--- src/rtl/alu_arbiter_if.sv ---
// alu_arbiter_if: request/response and ALU-side signals of the two-port ALU arbiter
interface alu_arbiter_if #(
    parameter int WIDTH = 64,
    parameter int TAGW  = 4
);
    logic             r0_req_valid, r1_req_valid;
    logic             r0_req_ready, r1_req_ready;
    logic [WIDTH-1:0] r0_rs1, r0_rs2, r1_rs1, r1_rs2;
    logic [3:0]       r0_control, r1_control;
    logic [TAGW-1:0]  r0_tag, r1_tag;
    logic             r0_rsp_valid, r1_rsp_valid;
    logic             r0_rsp_ready, r1_rsp_ready;
    logic [WIDTH-1:0] rsp_result;
    logic             rsp_zero, rsp_carry, rsp_overflow, rsp_illegal;
    logic [TAGW-1:0]  rsp_tag;
    logic [WIDTH-1:0] alu_rs1, alu_rs2;
    logic [3:0]       alu_control;
    logic [WIDTH-1:0] alu_rd;
    logic             alu_carry, alu_overflow;
    logic             busy;

    modport slave (
        input  r0_req_valid, r1_req_valid, r0_rs1, r0_rs2, r1_rs1, r1_rs2,
        input  r0_control, r1_control, r0_tag, r1_tag, r0_rsp_ready, r1_rsp_ready,
        input  alu_rd, alu_carry, alu_overflow,
        output r0_req_ready, r1_req_ready, r0_rsp_valid, r1_rsp_valid,
        output rsp_result, rsp_zero, rsp_carry, rsp_overflow, rsp_illegal, rsp_tag,
        output alu_rs1, alu_rs2, alu_control, busy
    );

    modport master (
        output r0_req_valid, r1_req_valid, r0_rs1, r0_rs2, r1_rs1, r1_rs2,
        output r0_control, r1_control, r0_tag, r1_tag, r0_rsp_ready, r1_rsp_ready,
        output alu_rd, alu_carry, alu_overflow,
        input  r0_req_ready, r1_req_ready, r0_rsp_valid, r1_rsp_valid,
        input  rsp_result, rsp_zero, rsp_carry, rsp_overflow, rsp_illegal, rsp_tag,
        input  alu_rs1, alu_rs2, alu_control, busy
    );
endinterface

--- src/rtl/alu_arbiter.sv ---
// alu_arbiter: round-robin sharing of one combinational ALU between two requesters
module alu_arbiter #(
    parameter int WIDTH = 64,
    parameter int TAGW  = 4
) (
    input logic         clk,
    input logic         reset,
    alu_arbiter_if.slave bus
);
    typedef enum logic [1:0] {IDLE, ISSUE, RESP} state_t;

    state_t           state, next_state;
    logic             last_grant, grant_id;
    logic             win0, win1, rsp_ack, illegal, flag_op;
    logic [WIDTH-1:0] rs1_q, rs2_q;
    logic [3:0]       ctl_q;
    logic [TAGW-1:0]  tag_q;

    assign bus.r0_req_ready = !reset && state == IDLE && win0;
    assign bus.r1_req_ready = !reset && state == IDLE && win1;
    assign bus.r0_rsp_valid = state == RESP && !grant_id;
    assign bus.r1_rsp_valid = state == RESP && grant_id;
    assign bus.busy         = state != IDLE;
    assign bus.alu_rs1      = rs1_q;
    assign bus.alu_rs2      = rs2_q;
    assign bus.alu_control  = ctl_q;

    // Arbitration (the port that did not win last time takes a tie) and next state
    always_comb begin
        win0       = bus.r0_req_valid && (!bus.r1_req_valid || last_grant);
        win1       = bus.r1_req_valid && (!bus.r0_req_valid || !last_grant);
        rsp_ack    = grant_id ? bus.r1_rsp_ready : bus.r0_rsp_ready;
        illegal    = ctl_q > 4'd9;
        flag_op    = ctl_q == 4'b0010 || ctl_q == 4'b0110;
        next_state = state;
        case (state)
            IDLE:    next_state = (win0 || win1) ? ISSUE : IDLE;
            ISSUE:   next_state = RESP;
            RESP:    next_state = rsp_ack ? IDLE : RESP;
            default: next_state = IDLE;
        endcase
    end

    // State register and round-robin pointer
    always_ff @(posedge clk) begin
        if (reset) begin
            state      <= IDLE;
            last_grant <= 1'b1;
            grant_id   <= 1'b0;
        end else begin
            state <= next_state;
            if (state == IDLE && (win0 || win1)) begin
                last_grant <= win1;
                grant_id   <= win1;
            end
        end
    end

    // Latch the winning request on grant; the ALU inputs hold it until the next grant
    always_ff @(posedge clk) begin
        if (reset) begin
            rs1_q <= '0;
            rs2_q <= '0;
            ctl_q <= '0;
            tag_q <= '0;
        end else if (state == IDLE && (win0 || win1)) begin
            rs1_q <= win1 ? bus.r1_rs1 : bus.r0_rs1;
            rs2_q <= win1 ? bus.r1_rs2 : bus.r0_rs2;
            ctl_q <= win1 ? bus.r1_control : bus.r0_control;
            tag_q <= win1 ? bus.r1_tag : bus.r0_tag;
        end
    end

    // Capture the ALU outcome at the end of ISSUE; carry/overflow only mean something for ADD/SUB
    always_ff @(posedge clk) begin
        if (reset) begin
            bus.rsp_result   <= '0;
            bus.rsp_zero     <= 1'b0;
            bus.rsp_carry    <= 1'b0;
            bus.rsp_overflow <= 1'b0;
            bus.rsp_illegal  <= 1'b0;
            bus.rsp_tag      <= '0;
        end else if (state == ISSUE) begin
            bus.rsp_result   <= illegal ? '0 : bus.alu_rd;
            bus.rsp_zero     <= illegal || bus.alu_rd == '0;
            bus.rsp_carry    <= flag_op && bus.alu_carry;
            bus.rsp_overflow <= flag_op && bus.alu_overflow;
            bus.rsp_illegal  <= illegal;
            bus.rsp_tag      <= tag_q;
        end
    end
endmodule

--- src/flat_wrapper.sv ---
// flat-port wrapper written by rule: the top's interface ports become plain ports
module alu_arbiter_flat 
#(
    parameter int WIDTH = 64,
    parameter int TAGW  = 4
)
  (clk, reset, bus_r0_req_valid, bus_r1_req_valid, bus_r0_rs1, bus_r0_rs2, bus_r1_rs1, bus_r1_rs2, bus_r0_control, bus_r1_control, bus_r0_tag, bus_r1_tag, bus_r0_rsp_ready, bus_r1_rsp_ready, bus_alu_rd, bus_alu_carry, bus_alu_overflow, bus_r0_req_ready, bus_r1_req_ready, bus_r0_rsp_valid, bus_r1_rsp_valid, bus_rsp_result, bus_rsp_zero, bus_rsp_carry, bus_rsp_overflow, bus_rsp_illegal, bus_rsp_tag, bus_alu_rs1, bus_alu_rs2, bus_alu_control, bus_busy);
  alu_arbiter_if #(.WIDTH(WIDTH), .TAGW(TAGW)) bus_i ();
  input logic clk;
  input logic reset;
  input wire logic [$bits(bus_i.r0_req_valid)-1:0] bus_r0_req_valid;
  input wire logic [$bits(bus_i.r1_req_valid)-1:0] bus_r1_req_valid;
  input wire logic [$bits(bus_i.r0_rs1)-1:0] bus_r0_rs1;
  input wire logic [$bits(bus_i.r0_rs2)-1:0] bus_r0_rs2;
  input wire logic [$bits(bus_i.r1_rs1)-1:0] bus_r1_rs1;
  input wire logic [$bits(bus_i.r1_rs2)-1:0] bus_r1_rs2;
  input wire logic [$bits(bus_i.r0_control)-1:0] bus_r0_control;
  input wire logic [$bits(bus_i.r1_control)-1:0] bus_r1_control;
  input wire logic [$bits(bus_i.r0_tag)-1:0] bus_r0_tag;
  input wire logic [$bits(bus_i.r1_tag)-1:0] bus_r1_tag;
  input wire logic [$bits(bus_i.r0_rsp_ready)-1:0] bus_r0_rsp_ready;
  input wire logic [$bits(bus_i.r1_rsp_ready)-1:0] bus_r1_rsp_ready;
  input wire logic [$bits(bus_i.alu_rd)-1:0] bus_alu_rd;
  input wire logic [$bits(bus_i.alu_carry)-1:0] bus_alu_carry;
  input wire logic [$bits(bus_i.alu_overflow)-1:0] bus_alu_overflow;
  output wire logic [$bits(bus_i.r0_req_ready)-1:0] bus_r0_req_ready;
  output wire logic [$bits(bus_i.r1_req_ready)-1:0] bus_r1_req_ready;
  output wire logic [$bits(bus_i.r0_rsp_valid)-1:0] bus_r0_rsp_valid;
  output wire logic [$bits(bus_i.r1_rsp_valid)-1:0] bus_r1_rsp_valid;
  output wire logic [$bits(bus_i.rsp_result)-1:0] bus_rsp_result;
  output wire logic [$bits(bus_i.rsp_zero)-1:0] bus_rsp_zero;
  output wire logic [$bits(bus_i.rsp_carry)-1:0] bus_rsp_carry;
  output wire logic [$bits(bus_i.rsp_overflow)-1:0] bus_rsp_overflow;
  output wire logic [$bits(bus_i.rsp_illegal)-1:0] bus_rsp_illegal;
  output wire logic [$bits(bus_i.rsp_tag)-1:0] bus_rsp_tag;
  output wire logic [$bits(bus_i.alu_rs1)-1:0] bus_alu_rs1;
  output wire logic [$bits(bus_i.alu_rs2)-1:0] bus_alu_rs2;
  output wire logic [$bits(bus_i.alu_control)-1:0] bus_alu_control;
  output wire logic [$bits(bus_i.busy)-1:0] bus_busy;
  assign bus_i.r0_req_valid = bus_r0_req_valid;
  assign bus_i.r1_req_valid = bus_r1_req_valid;
  assign bus_i.r0_rs1 = bus_r0_rs1;
  assign bus_i.r0_rs2 = bus_r0_rs2;
  assign bus_i.r1_rs1 = bus_r1_rs1;
  assign bus_i.r1_rs2 = bus_r1_rs2;
  assign bus_i.r0_control = bus_r0_control;
  assign bus_i.r1_control = bus_r1_control;
  assign bus_i.r0_tag = bus_r0_tag;
  assign bus_i.r1_tag = bus_r1_tag;
  assign bus_i.r0_rsp_ready = bus_r0_rsp_ready;
  assign bus_i.r1_rsp_ready = bus_r1_rsp_ready;
  assign bus_i.alu_rd = bus_alu_rd;
  assign bus_i.alu_carry = bus_alu_carry;
  assign bus_i.alu_overflow = bus_alu_overflow;
  assign bus_r0_req_ready = bus_i.r0_req_ready;
  assign bus_r1_req_ready = bus_i.r1_req_ready;
  assign bus_r0_rsp_valid = bus_i.r0_rsp_valid;
  assign bus_r1_rsp_valid = bus_i.r1_rsp_valid;
  assign bus_rsp_result = bus_i.rsp_result;
  assign bus_rsp_zero = bus_i.rsp_zero;
  assign bus_rsp_carry = bus_i.rsp_carry;
  assign bus_rsp_overflow = bus_i.rsp_overflow;
  assign bus_rsp_illegal = bus_i.rsp_illegal;
  assign bus_rsp_tag = bus_i.rsp_tag;
  assign bus_alu_rs1 = bus_i.alu_rs1;
  assign bus_alu_rs2 = bus_i.alu_rs2;
  assign bus_alu_control = bus_i.alu_control;
  assign bus_busy = bus_i.busy;
  alu_arbiter #(.WIDTH(WIDTH), .TAGW(TAGW)) u_core (.clk(clk), .reset(reset), .bus(bus_i));
endmodule
--- config.mk ---
export PLATFORM = sky130hd
export DESIGN_NAME = alu_arbiter_flat
export DESIGN_NICKNAME = d
export VERILOG_FILES = /design/src/rtl/alu_arbiter_if.sv /design/src/rtl/alu_arbiter.sv /design/src/flat_wrapper.sv
export SDC_FILE = /design/constraint.sdc
export NUM_CORES = 1
export LEC_CHECK = 0
export CAP_MARGIN = 20
export CORE_AREA = 2 2 218 220
export DETAILED_ROUTE_END_ITERATION = 6
export DIE_AREA = 0 0 220 222
export GPL_TIMING_DRIVEN = 0
export HOLD_SLACK_MARGIN = 0.02
export SLEW_MARGIN = 0
export SYNTH_ARGS = -nofsm -noshare
export SYNTH_HDL_FRONTEND = slang
export SYNTH_SLANG_ARGS = --single-unit
--- constraint.sdc ---
create_clock -name clk -period 2.1 [get_ports clk]
set_input_delay 0.315 -clock clk [delete_from_list [all_inputs] [get_ports clk]]
set_output_delay 0.315 -clock clk [all_outputs]
set_load 0.01 [all_outputs]
==> results of run 1 <==
## placed cells by master, fill, tap and decap left out, types with 7 or more instances in the layout
cell type	Yosys	final
a22oi_1	66	66
clkbuf_1	22	25
a211oi_2	50	50
nand2_1	10	10
buf_4	6	7
dfxtp_1	212	210
buf_6	14	13
mux2i_1	137	137
a211oi_1	86	86
nor4_1	14	14
clkdlybuf4s50_1	0	548
buf_2	30	30
nor2_1	205	205
clkbuf_16	0	27
## registers in the layout, summed over array words and instances (netlist names), 2 cells and up
signal and flops:
u_core.bus.alu_rs1 64, u_core.bus.alu_rs2 64, u_core.bus.rsp_result 64, u_core.bus.alu_control 4, u_core.bus.rsp_tag 4, u_core.tag_q 4
u_core.state 2
## cell type report
| cell class | count | area (um2) |
|---|---|---|
| Buffer | 83 | 545.5 |
| Fill cell | 4719 | 29950 |
| Multi-Input combinational cell | 600 | 4270 |
| Inverter | 2 | 7.507 |
| Clock buffer | 37 | 773.2 |
| Clock inverter | 11 | 168.9 |
| Timing Repair Buffer | 554 | 5534 |
| Sequential cell | 212 | 4247 |
| Antenna cell | 1 | 2.502 |
| Tap cell | 607 | 759.5 |
## worst register-to-register path: stages (launching register included)
cell and delay, ps:
dfxtp_2 360, nor2_2 180, o21a_1 180, buf_2 300, clkbuf_4 340, buf_2 290
a211oi_1 110
## path summary, 6_finish.rpt
path,endpoint,slack (ps),start,depth (start not counted)
worst min register to register,u_core.bus.rsp_tag[3],460,u_core.bus.rsp_tag[3],2
worst max register to register,u_core.bus.alu_rs2[57],200,u_core.state[0],6
worst max-delay path,bus_r1_req_ready,120,bus_r1_req_valid,5
worst min-delay path,u_core.bus.rsp_overflow,400,bus_alu_overflow,3
## logic make-up after synthesis
logic type      Yosys count
simple gates            247
compound gates          216
flops                   212
mux                     137
buf+inv                  85
## stage by stage
| stage | power [mW] | cells |
|---|---|---|
| 2_1_floorplan | 6.268 | 897 |
| 3_5_place_dp | 8.314 | 2057 |
| 3_3_place_gp | 8.264 | 2056 |
| 5_1_grt | 13.69 | 2107 |
| 4_1_cts | 13.27 | 2105 |
| 6_report | 13.08 | 2107 |
## Yosys cell counts, types with 2 or more instances
library cell / n
nor4_2: 2
buf_6: 14
a21oi_1: 6
buf_8: 5
mux2i_1: 137
buf_2: 30
nand2_1: 10
o21a_1: 2
buf_4: 6
nor2_1: 205
nor4_1: 14
inv_1: 2
buf_1: 6
o21ai_0: 3
a22oi_1: 66
clkbuf_1: 22
nand4_1: 4
a211oi_2: 50
dfxtp_1: 212
nand2b_1: 2
a211oi_1: 86
## power by group through the flow
stage / sequential [mW] / combinational (mW) / clock (mW)
after CTS: 4.71 / 3.55 / 5.02
after detailed placement: 4.79 / 3.53 / 0
after global routing: 4.75 / 3.75 / 5.19
final: 4.70 / 3.50 / 4.88
after global placement: 4.77 / 3.50 / 0
after floorplan: 4.95 / 1.32 / 0
## per-layer routing
layer | vias up | part of all wire | GRT usage
met5 | - | 0 | 0
met4 | 0 | 0.029 | 0.04828
met3 | 57 | 0.084 | 0.04280
met2 | 368 | 0.50 | 0.2775
met1 | 4297 | 0.38 | 0.1632
li1 | 4428 | - | -
## timing repair
action | in CTS | in global routing
endpoints found under the setup margin | 24 | 10
setup buffers | 0 | 1
gates resized for setup | 12 | 2
pin swaps | 0 | 1
cloned | 0 | 0
==> key figures, run 1 <==
Status
  • Status: finished clean

Timing
  • Worst Skew: roughly 8 ps
  • Max-slew headroom: 0.5114
  • Final setup TNS: 0 ps
  • Final setup fails: 0
  • Fin crit period: between 1500 and 2000 ps
  • Hold Fails Final Rpt: 0
  • Max Clk Rate: 0.5039 GHz
  • Tcrit/Tclk final: 0.9451
  • Worst hold slack: 404.9 ps
  • Unrepaired setup endpoints after global routing: no
  • Worst slew pin tran: 732.9 ps
  • Final Max Tran Viols: 0
  • Final worst slack: approximately 120 ps

Yosys
  • Mux cell area share after synthesis: 0.1517
  • EDFF count, synth: 0
  • Compound-cell area share of the yosys netlist: 0.2052
  • Post-synth top area share: 0.4696
  • Cells after Synth: 897
  • FFs w/ async S/R, synth: 0
  • Synth warnings: 0
  • XOR/XNOR Fraction of Synth Area: 0
  • Synthesized Nets: 1241
  • FF+latch count, synth: 212
  • Register area share after synthesis: 0.4696
  • Largest family of logic cells by synthesized area: compound AO/OA/AOI/OAI gates
  • Synth Area in Simple Gates: 0.1137
  • Syn_area_per_cell: 10.08 um2
  • Yosys top cell by area: dfxtp_1
  • Ys flop type: dfxtp_1
  • Top post-synthesis cells by area: dfxtp_1, mux2i_1, nor2_1
  • Synth Area in Adders: 0
  • Cell Area, Synth: 9037 um2
  • Library cells used by synthesis: 34

Place
  • Gpl congestion: between 0.8 and 0.9
  • Detailed placement HPWL: 31960 um
  • IO buf count: 552
  • Post-DP Area: 15330 um2
  • DP Worst Slack: -645.7 ps

Power and ir drop
  • Reg power frac: 0.360
  • P_sw: 3.672 mW
  • Internal power: 9.405 mW
  • PwrDens: 801.9 nW/um2
  • Switching share of power: 0.2808
  • Clock power share: 0.373
  • Comb pwr share: 0.267
  • Static leakage: 6.048 nW
  • Peak supply drop: slightly above 0.0005 V

Floorplanning
  • Initial Util: 0.1954
  • Core Rows: between 70 and 80
  • Die width: 220 um
  • I/O pins: 553
  • DIE HEIGHT: 222 um
  • Die area: around 49000 um2
  • CORE AREA: 46260 um2

Route
  • Per-cell routed wire length: 18.71 um
  • Vias per Instance: 4.343
  • Final wirelength: 39410 um
  • Routed Antenna Nets: 0
  • Drt initial violations: 347
  • DRC: 0
  • Via count: 9150
  • Drt first pass iters: 4

Worst setup path
  • Crit-path cells: clkdlybuf4s50_1 -> a21boi_4 -> buf_12 -> and2_1 -> clkdlybuf4s15_1
  • Worst setup SP type: input port
  • CP max FO: 10
  • CP delay by family, top: buffers and inverters
  • CP peak stage delay: 530 ps
  • Arrival @ worst endpoint: ~1700 ps
  • Buf/Inv on CP: 3
  • WS Path Type: in -> out
  • Worst path required time: between 1500 and 2000 ps
  • Crit. End Element: output pin
  • Crit-path slowest cell: clkdlybuf4s50_1

Clock tree
  • Clk_lat worst skew: 540 ps
  • Clock-pin slew on the worst setup and hold paths: about 60 ps
  • CTS buffer count: 26
  • H-tree depth: 1
  • Post-CTS Hold Fix Bufs: 0
  • Root buffer cell: clkbuf_16
  • Total clock sinks: 212
  • CTS tree: yes
  • Clock tree buffer depth: 3

Layout
  • Layout cells sized above 1: 0.1074
  • Final core occ: 0.3525
  • Final nets: ~1800
  • Final instance area: between 15000 and 20000 um2
  • Synth-to-Final Area Change: 80.45%

Global route
  • Initial antenna violation count: 1
  • GRT Resource Usage Total: 0.1504
  • First-pass GRT wire length: between 50000 and 60000 um
  • Vias in the first global route: about 9600
  • Largest net degree at the start of global routing: 14
  • GR Overflow Total: 0

Job
  • Maxcap violations: 0

Min path
  • HP Class: in -> reg
(Power assumes the default switching activity.)
==> run 2: changes to the inputs <==
--- a/config.mk
+++ b/config.mk
@@ -6,9 +6,10 @@
 export NUM_CORES = 1
 export LEC_CHECK = 0
 export CAP_MARGIN = 20
-export CORE_AREA = 2 2 218 220
+export CORE_AREA = 2 2 215 217
+export CTS_BUF_LIST = sky130_fd_sc_hd__clkbuf_8
 export DETAILED_ROUTE_END_ITERATION = 6
-export DIE_AREA = 0 0 220 222
+export DIE_AREA = 0 0 217 219
 export GPL_TIMING_DRIVEN = 0
 export HOLD_SLACK_MARGIN = 0.02
 export SLEW_MARGIN = 0
==> key figures, run 2 (synthesis results as in run 1) <==
Layout
  • Most frequent cells in the layout: clkdlybuf4s50_1, dfxtp_1, nor2_1
  • Final instance area: 16050 um2
  • Most common cell after layout, fill and taps aside: clkdlybuf4s50_1
  • Synth-to-Final Area Change: 77.61%
  • Non-Filler Instances: between 2000 and 2500
  • Final nets: about 1800
  • Layout cells sized above 1: 0.1102

Worst setup path
  • Arrival @ worst endpoint: 1650 ps
  • WS Path Type: reg -> out
  • Crit-path cells: nor3_2 -> and3_1 -> clkdlybuf4s15_2
  • Critical Path Stages: 3
  • RR Startpoint: u_core.state[0]
  • Worst setup SP type: register
  • Buf/Inv on CP: 1
  • Reg2Reg Depth: 6
  • Worst path required time: 1780 ps
  • CP max FO: 7
  • CP delay by family, top: simple AND/OR/NAND/NOR gates
  • CP peak stage delay: around 370 ps
  • R2R Path End: u_core.bus.alu_rs2[56]
  • R2R setup slack: 200 ps
  • Crit. End Element: output pin
  • Crit-path slowest cell: dfxtp_1

Power and ir drop
  • Peak supply drop: about 0.00045 V
  • Pwr Total: 12.00 mW
  • PwrDens: 747.6 nW/um2
  • Static leakage: 5.986 nW

Global route
  • Largest net degree at the start of global routing: 11
  • GR Overflow Total: 0
  • GRT Resource Usage Total: 0.1626
  • Vias in the first global route: 9479
  • Initial antenna violation count: 1
  • First-pass GRT wire length: 58410 um

Floorplanning
  • Core Rows: 78
  • CORE AREA: around 45000 um2
  • DIE HEIGHT: 219 um
  • Die width: 217 um
  • Initial Util: 0.2004
  • I/O pins: ~550
  • Die area: between 40000 and 50000 um2

Min path
  • HP Class: in -> reg
  • Hold Path Depth: 3
  • Worst Hold End: u_core.bus.rsp_overflow
  • Hold path start: bus_alu_overflow

Clock tree
  • Post-CTS Hold Fix Bufs: 0
  • Clock-pin slew on the worst setup and hold paths: 60 ps
  • Clk_lat worst skew: 560 ps
  • CTS resizes: 14
  • CTS tree: yes
  • Post-CTS setup buffers: 0
  • H-tree depth: 2
  • Clock tree buffer depth: 3
  • CTS buffer count: 39
  • Total clock sinks: 212
  • Root buffer cell: clkbuf_8

Route
  • Via count: 9271
  • Routed Antenna Nets: 0
  • Per-cell routed wire length: roughly 19 um
  • Drt first pass iters: 4
  • Final wirelength: ~40000 um
  • Drt initial violations: 391
  • Vias per Instance: 4.381
  • DRC: 0

Place
  • Detailed placement HPWL: between 30000 and 40000 um
  • IO buf count: between 500 and 600
  • Gpl congestion: 0.8328
  • Placed Cells: ~2100
  • Post-DP Area: approximately 15000 um2

Timing
  • Final Max Tran Viols: 0
  • Tcrit/Tclk final: 0.9354
  • Unrepaired setup endpoints after global routing: no
  • Worst Skew: 14.12 ps
  • Max-slew headroom: 0.4710
  • Final setup fails: 0
  • Fin crit period: 1964 ps
  • Worst slew pin tran: 793.5 ps
  • Hold Fails Final Rpt: 0
  • Max Clk Rate: between 0.5 and 0.6 GHz

Status
  • Status: finished clean

Job
  • Maxcap violations: 0
[run 2: area by class of cell]
class,count,area [um2]
Fill cell,4637,29040
Buffer,83,536.8
Clock inverter,18,81.33
Antenna cell,1,2.502
Multi-Input combinational cell,600,4258
Sequential cell,212,4245
Tap cell,600,750.7
Timing Repair Buffer,553,5523
Clock buffer,47,646.9
Inverter,2,7.507
[run 2: worst max path at each step]
stage,startpoint,to,slack [ps]
after detailed placement,reset,u_core.bus.rsp_result[1],-750
final,u_core.state[0],bus_r0_req_ready,140
after global placement,reset,u_core.bus.rsp_result[2],-800
after global routing,u_core.state[0],bus_r0_req_ready,0.4
after floorplan,bus_alu_rd[62],u_core.bus.rsp_zero,730
after CTS,u_core.last_grant,bus_r1_req_ready,30
[run 2: tightest hold or removal path, stage by stage]
cell and delay (ps):
clkdlybuf4s50_1 460, a22oi_1 60, nor2_1 80
[run 2: power by group]
part           internal, mW  total, mW  leakage [nW]  switching [mW]
Clock                  2.01       3.80         0.421            1.79
Combinational          1.88       3.49          3.81            1.61
Sequential             4.46       4.71          1.75           0.248
Total                  8.36       12.0          5.99            3.64
[run 2: per-stage QoR]
stage | TNS (ps) | util | setup WS (ps) | hold slack [ps]
after floorplan | 0 | - | 734.7 | 432.3
after global placement | -60230 | 0.3396 | -799.4 | 449.9
after detailed placement | -55140 | 0.3397 | -746.1 | 447.3
after CTS | 0 | 0.3560 | 27.59 | 310.9
after global routing | 0 | 0.3560 | 0.4440 | 358.5
final | 0 | 0.3560 | 135.7 | 390.4
[run 2: metal layers]
layer | GRT usage | up-vias | share of wire
met5 | 0 | - | 0
met4 | 0.04977 | 0 | 0.022
met3 | 0.05045 | 63 | 0.082
met2 | 0.2912 | 370 | 0.50
met1 | 0.1839 | 4383 | 0.40
li1 | - | 4455 | -
